--- config.mk ---
export PLATFORM = sky130hd
export DESIGN_NAME = oam_dma_flat
export DESIGN_NICKNAME = d
export VERILOG_FILES = /design/src/rtl/oam_dma_if.sv /design/src/rtl/oam_dma.sv /design/src/flat_wrapper.sv
export SDC_FILE = /design/constraint.sdc
export NUM_CORES = 1
export LEC_CHECK = 0
export CORE_UTILIZATION = 25
export CTS_CLUSTER_SIZE = 28
export DETAILED_ROUTE_END_ITERATION = 10
export GPL_ROUTABILITY_DRIVEN = 0
export GPL_TIMING_DRIVEN = 0
export PLACE_DENSITY = 0.53
export SYNTH_ARGS = -nofsm -noshare
export SYNTH_HDL_FRONTEND = slang
export SYNTH_SLANG_ARGS = --single-unit
export TNS_END_PERCENT = 50
--- constraint.sdc ---
create_clock -name clk -period 3.4 [get_ports clk]
set_input_delay 0.68 -clock clk [delete_from_list [all_inputs] [get_ports clk]]
set_output_delay 0.68 -clock clk [all_outputs]
set_load 0.005 [all_outputs]
--- src/rtl/oam_dma_if.sv ---
// Master-side memory bus used by the OAM DMA engine.
// The engine is the master: it issues read beats from the source page and
// write beats into OAM. The arbiter/memory side is the slave.
interface oam_dma_if;
  logic        m_req;
  logic        m_we;
  logic [15:0] m_addr;
  logic [7:0]  m_wdata;
  logic        m_gnt;
  logic [7:0]  m_rdata;

  modport master (
    output m_req,
    output m_we,
    output m_addr,
    output m_wdata,
    input  m_gnt,
    input  m_rdata
  );

  modport slave (
    input  m_req,
    input  m_we,
    input  m_addr,
    input  m_wdata,
    output m_gnt,
    output m_rdata
  );
endinterface

--- src/rtl/oam_dma.sv ---
// OAM DMA initiator for the Game Boy memory map.
// A CPU write to DMA_ADDR latches the source page and copies XFER_LEN bytes
// from {page,00}.. into OAM_BASE.. through the master bus, one read beat,
// one capture cycle and one write beat per byte. A new write to DMA_ADDR
// abandons any running copy and restarts from index 0.
// Optional feature macro: OAM_DMA_READBACK_EN -- when defined, CPU reads of
// DMA_ADDR return the latched source page; otherwise they return 8'hFF.
module oam_dma #(
  parameter logic [15:0] DMA_ADDR = 16'hFF46,
  parameter logic [15:0] OAM_BASE = 16'hFE00,
  parameter int          XFER_LEN = 160
) (
  input  logic             clk,
  input  logic             reset,
  input  logic [15:0]      cpu_addr,
  input  logic             cpu_we,
  input  logic             cpu_re,
  input  logic [7:0]       cpu_wdata,
  output logic [7:0]       cpu_rdata,
  output logic             cpu_rd_en,
  oam_dma_if.master        bus,
  output logic             busy
);

  localparam logic [7:0] LAST_IDX = 8'(XFER_LEN - 1);

  typedef enum logic [2:0] {
    S_IDLE,
    S_START,
    S_READ,
    S_CAPTURE,
    S_WRITE
  } state_t;

  state_t      state_q, state_d;
  logic [7:0]  src_hi_q, src_hi_d;
  logic [7:0]  idx_q, idx_d;
  logic [7:0]  data_q, data_d;
  logic [7:0]  cpu_rdata_q, cpu_rdata_d;
  logic        cpu_rd_en_q, cpu_rd_en_d;

  logic        dma_wr;
  logic        dma_rd;

  logic        m_req_c;
  logic        m_we_c;
  logic [15:0] m_addr_c;
  logic [7:0]  m_wdata_c;

  assign dma_wr = cpu_we && (cpu_addr == DMA_ADDR);
  assign dma_rd = cpu_re && (cpu_addr == DMA_ADDR);

  // Register update; reset wins over a CPU write landing on the same edge.
  always_ff @(posedge clk) begin
    if (reset) begin
      state_q     <= S_IDLE;
      src_hi_q    <= 8'h00;
      idx_q       <= 8'h00;
      data_q      <= 8'h00;
      cpu_rdata_q <= 8'h00;
      cpu_rd_en_q <= 1'b0;
    end else begin
      state_q     <= state_d;
      src_hi_q    <= src_hi_d;
      idx_q       <= idx_d;
      data_q      <= data_d;
      cpu_rdata_q <= cpu_rdata_d;
      cpu_rd_en_q <= cpu_rd_en_d;
    end
  end

  // Copy sequencer: a DMA register write overrides whatever the FSM was doing.
  always_comb begin
    state_d  = state_q;
    src_hi_d = src_hi_q;
    idx_d    = idx_q;
    data_d   = data_q;

    case (state_q)
      S_START: begin
        state_d = S_READ;
      end
      S_READ: begin
        if (bus.m_gnt) begin
          state_d = S_CAPTURE;
        end
      end
      S_CAPTURE: begin
        data_d  = bus.m_rdata;
        state_d = S_WRITE;
      end
      S_WRITE: begin
        if (bus.m_gnt) begin
          if (idx_q == LAST_IDX) begin
            state_d = S_IDLE;
          end else begin
            idx_d   = idx_q + 8'd1;
            state_d = S_READ;
          end
        end
      end
      default: begin
        state_d = S_IDLE;
      end
    endcase

    if (dma_wr) begin
      src_hi_d = cpu_wdata;
      idx_d    = 8'h00;
      state_d  = S_START;
    end
  end

  // CPU register read port, answered one cycle after the strobe.
  always_comb begin
    cpu_rd_en_d = dma_rd;
    cpu_rdata_d = 8'h00;
    if (dma_rd) begin
`ifdef OAM_DMA_READBACK_EN
      cpu_rdata_d = src_hi_q;
`else
      cpu_rdata_d = 8'hFF;
`endif
    end
  end

  // Bus outputs decoded purely from registered state, so they hold steady while stalled.
  always_comb begin
    m_req_c   = 1'b0;
    m_we_c    = 1'b0;
    m_addr_c  = 16'h0000;
    m_wdata_c = 8'h00;
    case (state_q)
      S_READ: begin
        m_req_c  = 1'b1;
        m_addr_c = {src_hi_q, idx_q};
      end
      S_WRITE: begin
        m_req_c   = 1'b1;
        m_we_c    = 1'b1;
        m_addr_c  = OAM_BASE + {8'h00, idx_q};
        m_wdata_c = data_q;
      end
      default: begin
        m_req_c = 1'b0;
      end
    endcase
  end

  assign bus.m_req   = m_req_c;
  assign bus.m_we    = m_we_c;
  assign bus.m_addr  = m_addr_c;
  assign bus.m_wdata = m_wdata_c;

  assign busy      = (state_q != S_IDLE);
  assign cpu_rdata = cpu_rdata_q;
  assign cpu_rd_en = cpu_rd_en_q;

endmodule

--- src/flat_wrapper.sv ---
// flat-port wrapper written by rule: the top's interface ports become plain ports
module oam_dma_flat 
#(
  parameter logic [15:0] DMA_ADDR = 16'hFF46,
  parameter logic [15:0] OAM_BASE = 16'hFE00,
  parameter int          XFER_LEN = 160
)
  (clk, reset, cpu_addr, cpu_we, cpu_re, cpu_wdata, cpu_rdata, cpu_rd_en, busy, bus_m_req, bus_m_we, bus_m_addr, bus_m_wdata, bus_m_gnt, bus_m_rdata);
  oam_dma_if bus_i ();
  input  logic clk;
  input  logic reset;
  input  logic [15:0] cpu_addr;
  input  logic cpu_we;
  input  logic cpu_re;
  input  logic [7:0] cpu_wdata;
  output logic [7:0] cpu_rdata;
  output logic cpu_rd_en;
  output logic busy;
  output wire logic [$bits(bus_i.m_req)-1:0] bus_m_req;
  output wire logic [$bits(bus_i.m_we)-1:0] bus_m_we;
  output wire logic [$bits(bus_i.m_addr)-1:0] bus_m_addr;
  output wire logic [$bits(bus_i.m_wdata)-1:0] bus_m_wdata;
  input wire logic [$bits(bus_i.m_gnt)-1:0] bus_m_gnt;
  input wire logic [$bits(bus_i.m_rdata)-1:0] bus_m_rdata;
  assign bus_m_req = bus_i.m_req;
  assign bus_m_we = bus_i.m_we;
  assign bus_m_addr = bus_i.m_addr;
  assign bus_m_wdata = bus_i.m_wdata;
  assign bus_i.m_gnt = bus_m_gnt;
  assign bus_i.m_rdata = bus_m_rdata;
  oam_dma #(.DMA_ADDR(DMA_ADDR), .OAM_BASE(OAM_BASE), .XFER_LEN(XFER_LEN)) u_core (.clk(clk), .reset(reset), .cpu_addr(cpu_addr), .cpu_we(cpu_we), .cpu_re(cpu_re), .cpu_wdata(cpu_wdata), .cpu_rdata(cpu_rdata), .cpu_rd_en(cpu_rd_en), .bus(bus_i), .busy(busy));
endmodule
==> results.md, run 1 <==
- Status: finished clean
- Worst-path clk slew: 100 ps
- Row count: 27
- Worst path bufs/invs: 3
- Worst setup EP type: output pin
- Final Critical Period: 2956 ps
- Reg2reg setup slack: 1620 ps
- Switching power: 123.7 uW
- Dpl hpwl: 3.010 mm
- Via-to-Cell Ratio: 4.652
- Hold path depth: 2
- Critical-path maximum fanout: 9
- Total congestion overflow: 0
- Hold WS: 454.6 ps
- Clk buf depth: 2
- CP max stage delay: 510 ps
- Achievable Freq: 338.3 MHz
- Synth warn: 0
- Fin. Hold Viols: 0
- Int Pwr: 524.3 uW
- Layout cells sized above 1: 0.06513
- Most common cell after layout, fill and taps aside: clkdlybuf4s50_1
- CP Launch Type: register
- CTS sink count: 28
- Initial Utilization: 0.2604
- Via count: 1549
- Final nets: 300
- Part of the power in registers: 0.506
- Worst Hold End: u_core.data_q[5]
- CORE AREA: 5540 sq um
- Top Family by Delay on Critical Path: buffers and inverters
- Max-slew violations: 0
- Worst-Margin Slew: 679.2 ps
- Comb power frac: 0.081
- Die width: 77.97 microns
- Tot GR Track Use: 0.1379
- Antenna Cells: 0
- Worst-Skew Late Latency: 280 ps
- Cell count after synthesis: 185
- Mapped Area: 1443 sq um
- Post-route ant nets: 0
- HP Class: register to register
- Reg-to-reg startpoint: u_core.idx_q[0]
- Number of max-cap violations: 0
- Area growth, synth to finish: 61.14%
- Clk pwr share: 0.413
- First-pass GRT wire length: 6.768 mm
- Reg2reg path depth: 5
- Most frequent cells in the layout: clkdlybuf4s50_1 (72), a21oi_1 (30), dfxtp_1 (28), nand2_1 (19), nand3_1 (19)
- Crit-path slowest cell: clkdlybuf4s50_1
- Vias in the first global route: 1450
- Yosys reg bits: 28
- Hold buffer count at CTS: 0
- Per-cell routed wire length: 12.35 microns
- Drc violations: 0
- Synthesized Nets: 223
- Primary FF master, synth: dfxtp_1
- CTS H-tree depth: 1
- Post-CTS Setup Repair Bufs: 0
- Clock root buffer: clkbuf_8
- Layout Skew: 1.555 ps
- CTS tree: done
- I/O pin cnt: 73
- Sw frac: 0.1908
- Avg Cell Area, Syn: 7.798 sq um
- DRT iter0 DRCs: 101
- Critical path data required time: 2720 ps
- Unrepaired setup endpoints after global routing: false
- Number of synthesized flops with an enable pin: 0
- Post-Route Setup TNS: 0 ps
- Die Ht: 77.97 microns
- Initial antenna violation count: 0
- Capturing point of the worst reg2reg path: u_core.idx_q[1]
- Sequential-to-total area share from yosys stat: 0.3886
- Asr flop ratio synth: 0
- Die area: 6079 sq um
- DRT Pass-1 Iters: 4
- Final wirelength: 4.113 mm
- Worst Path Arrival: 2280 ps
- Worst path cell trace: nor2b_1, buf_2, inv_1, a21oi_1, and2_1, clkdlybuf4s50_1
- Pin count of the biggest net entering global routing: 17
- Leakage power: 0.8254 nW
- CP Class: register to output pin
- Final setup fails: 0
- # port buffers: 72
- # resized after CTS: 0
- Worst VDD drop: 0.1438 mV
- Total CTS buffers: 3
- Yosys cell types: 34
- Fin crit share: 0.8693
- Worst Hold Launch: u_core.data_q[5]
- Pwr dens: 278.7 nW/um^2
- Slew headroom: 0.5445
==> logic make-up after synthesis <==
group | after synthesis | share of synthesized area
and+or+nand+nor | 85 | 0.3244
AOI/OAI and AO/OA | 47 | 0.1778
DFF | 28 | 0.3886
buffers and inverters | 20 | 0.07545
xor gates and xnor gates | 3 | 0.01822
muxes | 1 | 0.006939
adders and majority gates | 1 | 0.008672
==> through the flow <==
stage / instance area [sq um] / util / instances / total power [mW] / setup WS, ps
after floorplan: 1443 / - / 185 / 0.3433 / 1520
after global placement: 2253 / 0.4067 / 329 / 0.3883 / 753.1
after detailed placement: 2253 / 0.4067 / 329 / 0.3884 / 770.3
after CTS: 2325 / 0.4196 / 333 / 0.6559 / 418.2
after global routing: 2325 / 0.4196 / 333 / 0.6657 / 220.8
final: 2325 / 0.4196 / 333 / 0.6480 / 444.3
==> state kept, by name, summed over array words and instances (netlist names) <==
register and flops:
u_core.cpu_rdata 1, u_core.idx_q 8, u_core.data_q 8, u_core.state_q 3, u_core.src_hi_q 8
==> layout make-up <==
class	instances	area, sq um
clock inverters	1	30.03
multi-input cells	137	773.2
repair buffers	72	720.7
flip-flops and latches	28	560.5
clock buffers	3	41.29
well taps	72	90.09
inverters	2	7.507
plain buffers	18	101.3
fillers	582	3216
==> tightest hold or removal path, stage by stage (launching register included) <==
cell     delay [ps]
dfxtp_1         320
nand2_1          50
a21oi_1          50
==> per-layer routing <==
layer | vias to the layer above | GRT usage | wire [microns]
met5 | - | 0 | 0
met4 | 0 | 0.03704 | 23
met3 | 4 | 0.03059 | 270
met2 | 49 | 0.2292 | 1948
met1 | 702 | 0.1792 | 1872
li1 | 794 | - | -
==> synthesized netlist by cell type (all sizes together) (2+ instances only) <==
| cell | count | area (sq um) |
|---|---|---|
| and4 | 2 | 17.52 |
| and2 | 17 | 106.4 |
| nand2 | 19 | 71.32 |
| nand3 | 19 | 95.09 |
| xor2 | 3 | 26.28 |
| a21oi | 30 | 150.1 |
| inv | 2 | 7.510 |
| clkbuf | 6 | 22.52 |
| o21ai | 12 | 60.06 |
| nor2 | 7 | 26.28 |
| nand4 | 2 | 12.51 |
| or3 | 5 | 31.28 |
| buf | 12 | 78.82 |
| o31ai | 2 | 20.02 |
| dfxtp | 28 | 560.5 |
| and3 | 4 | 25.02 |
==> how the worst max path moves through the flow <==
stage                           start       endpoint  slack (ps)  cells past startpoint
detailed placement  u_core.state_q[1]  bus_m_addr[5]         770                      6
floorplan           u_core.state_q[1]  bus_m_addr[0]        1520                      5
CTS                 u_core.state_q[1]  bus_m_addr[5]         420                      6
finish              u_core.state_q[1]  bus_m_addr[6]         440                      6
global placement    u_core.state_q[1]  bus_m_addr[6]         750                      6
global route        u_core.state_q[1]  bus_m_addr[3]         220                      6
==> power groups by stage <==
| stage | clock network (mW) | logic (mW) | registers (mW) |
|---|---|---|---|
| floorplan | 0 | 0.00796 | 0.335 |
| global placement | 0 | 0.0530 | 0.335 |
| detailed placement | 0 | 0.0531 | 0.335 |
| CTS | 0.275 | 0.0535 | 0.328 |
| global route | 0.282 | 0.0563 | 0.328 |
| finish | 0.268 | 0.0527 | 0.328 |
Note: power is estimated with default switching activity, not from simulation.
==> inputs of run 2 (changes only) <==
--- a/constraint.sdc
+++ b/constraint.sdc
@@ -3,2 +3,2 @@
 set_output_delay 0.68 -clock clk [all_outputs]
-set_load 0.005 [all_outputs]
+set_load 0.01 [all_outputs]
==> results of run 2 <==
Same layout as run 1 (identical final DEF). Status: finished clean.
Main changes from that run: setup slack after placement 770.3 ps -> 735.2 ps; setup slack after layout 444.3 ps -> 409.8 ps
==> inputs of run 3 (changes only) <==
Settings changed: CORE_UTILIZATION 25 to 43, GPL_TIMING_DRIVEN 0 to default, PLACE_DENSITY 0.53 to 0.84.
==> results.md, run 3 (synthesized netlist as in run 1, its figures left out) <==
- Status: finished clean (unchanged)
- Biggest regs: u_core.data_q (8), u_core.idx_q (8), u_core.src_hi_q (8) (unchanged)
- # port buffers: 72 (unchanged)
- Clk buf depth: 2 (unchanged)
- Worst path cell trace: nand2b_1, a21oi_1, and2_1, clkdlybuf4s50_1 (was nor2b_1, buf_2, inv_1, a21oi_1, and2_1, clkdlybuf4s50_1)
- Pwr dens: 273.2 nW/um^2 (was 278.7 nW/um^2)
- Initial Utilization: 0.4612 (was 0.2604)
- Post-route ant nets: 0 (unchanged)
- Die Ht: 59.92 microns (was 77.97 microns)
- Placed Cells: 284 (was 329)
- Sequential standard cell area: 560.5 sq um (unchanged)
- Capturing point of the worst reg2reg path: u_core.idx_q[5] (was u_core.idx_q[1])
- Tot GR Track Use: 0.2110 (was 0.1379)
- Hold path depth: 2 (unchanged)
- Critical path data required time: 2720 ps (about the same)
- Die width: 59.92 microns (was 77.97 microns)
- CP max stage delay: 540 ps (about the same)
- Hold buffer count at CTS: 0 (unchanged)
- Layout cells sized above 1: 0.02869 (was 0.06513)
- CP Launch Type: register (unchanged)
- Unrepaired setup endpoints after global routing: false (unchanged)
- Antenna Cells: 0 (unchanged)
- Post-Route Setup TNS: 0 ps (unchanged)
- Crit-path slowest cell: a21oi_1 (was clkdlybuf4s50_1)
- Initial antenna violation count: 0 (unchanged)
- CORE AREA: 3128 sq um (was 5540 sq um)
- DRT Pass-1 Iters: 4 (unchanged)
- Worst-Skew Late Latency: 320 ps (was 280 ps)
- Final Critical Period: 2986 ps (was 2990 ps)
- First-pass GRT wire length: 5.871 mm (was 6.768 mm)
- Total congestion overflow: 0 (unchanged)
- Layout Cells excl Fill: 288 (was 333)
- Reg2reg path depth: 4 (was 5)
- Per-cell routed wire length: 12.78 microns (was 12.35 microns)
- Drc violations: 0 (unchanged)
- Layout Skew: 4.277 ps (was 1.555 ps)
- HP Class: register to register (unchanged)
- Max-slew violations: 0 (unchanged)
- Clock root buffer: clkbuf_4 (was clkbuf_8)
- Reg-to-reg startpoint: u_core.state_q[0] (was u_core.idx_q[0])
- Leakage power: 0.7561 nW (was 0.8254 nW)
- Worst-path clk slew: 150 ps (was 100 ps)
- Pin count of the biggest net entering global routing: 25 (was 17)
- DRT iter0 DRCs: 79 (was 101)
- Most common cell after layout, fill and taps aside: clkdlybuf4s50_1 (unchanged)
- CP endpoint: bus_m_addr[2] (was bus_m_addr[6])
- Most frequent cells in the layout: clkdlybuf4s50_1 (72), a21oi_1 (30), dfxtp_1 (28), nand2_1 (19), nand3_1 (19) (unchanged)
- Slew headroom: 0.5235 (was 0.5445)
- Final wirelength: 3.682 mm (was 4.113 mm)
- Reg2reg setup slack: 1590 ps (was 1620 ps)
- Worst Setup SP: u_core.state_q[1] (unchanged)
- CTS tree: done (unchanged)
- Critical-path maximum fanout: 11 (was 9)
- Row count: 20 (was 27)
- CTS H-tree depth: 1 (unchanged)
- I/O pin cnt: 73 (unchanged)
- Worst setup EP type: output pin (unchanged)
- Die area: 3590 sq um (was 6079 sq um)
- Fin. Hold Viols: 0 (unchanged)
- FILL cells: 271 (was 582)
- Achievable Freq: 334.9 MHz (was 334.4 MHz)
- Fin crit share: 0.8781 (was 0.8795)
- Worst Path Arrival: 2310 ps (about the same)
- Multi-input logic area: 773.2 sq um (unchanged)
- Final nets: 283 (was 300)
- Area growth, synth to finish: 50.91% (was 61.14%)
- Number of max-cap violations: 0 (unchanged)
- Worst-Margin Slew: 713.7 ps (was 679.2 ps)
- Tot Pwr: 594.8 uW (was 648.0 uW)
- Post-CTS Setup Repair Bufs: 0 (unchanged)
- Total CTS buffers: 3 (unchanged)
- Worst VDD drop: 0.2347 mV (was 0.1438 mV)
- CP Class: register to output pin (unchanged)
- Via count: 1486 (was 1549)
- # resized after CTS: 0 (unchanged)
- Via-to-Cell Ratio: 5.160 (was 4.652)
- Final setup fails: 0 (unchanged)
- CTS sink count: 28 (unchanged)
- Vias in the first global route: 1325 (was 1450)
- Dpl hpwl: 2.718 mm (was 3.010 mm)
-- run 3: cell count changes in the layout (fill, tap and decap cells not counted) --
cell | before | now
buf_1 | 1 | 0
buf_2 | 3 | 0
buf_4 | 8 | 1
clkbuf_1 | 6 | 0
clkbuf_4 | 0 | 3
clkbuf_8 | 3 | 0
-- run 3: routing by layer --
metal | track usage | routed length (microns)
met5 | 0 | 0
met1 | 0.2834 | 1761
met2 | 0.3603 | 1709
met4 | 0.04319 | 21
met3 | 0.02814 | 189
-- run 3: worst min path at each step --
stage / from / end / slack, ps
2_1_floorplan: u_core.data_q[0] / u_core.data_q[0] / 430
5_1_grt: u_core.data_q[7] / u_core.data_q[7] / 490
3_5_place_dp: u_core.data_q[0] / u_core.data_q[0] / 440
3_3_place_gp: u_core.data_q[7] / u_core.data_q[7] / 440
6_report: u_core.data_q[4] / u_core.data_q[4] / 460
4_1_cts: u_core.data_q[0] / u_core.data_q[0] / 460
-- run 3: final cells by class --
| type | count | share of cell area |
|---|---|---|
| Tap cell | 44 | 0.02529 |
| Clock inverter | 1 | 0.01379 |
| Inverter | 2 | 0.003448 |
| Timing Repair Buffer | 73 | 0.3345 |
| Clock buffer | 3 | 0.01034 |
| Sequential cell | 28 | 0.2575 |
| Multi-Input combinational cell | 137 | 0.3552 |
-- run 3: power by group --
part	internal [mW]	switching, mW	total, mW
clock network	0.119	0.0964	0.216
logic	0.0380	0.0129	0.0509
registers	0.328	0.00000145	0.328
total	0.485	0.109	0.595
-- run 3: stage by stage --
stage	utilization	area (sq um)	hold slack (ps)	setup WS, ps
2_1_floorplan	-	1443	431.7	1404
3_3_place_gp	0.6792	2125	438.2	866.9
3_5_place_dp	0.6792	2125	443.9	769.7
4_1_cts	0.6960	2177	463.7	366.9
5_1_grt	0.6960	2177	490.3	230.1
6_report	0.6960	2177	459.1	414.3
-- run 3: worst max-delay path: cells and delay by family (launching register included) --
family | cells | cell delay (ps)
flops | 1 | 370
compound gates | 1 | 540
buf+inv | 1 | 540
simple gates | 2 | 540
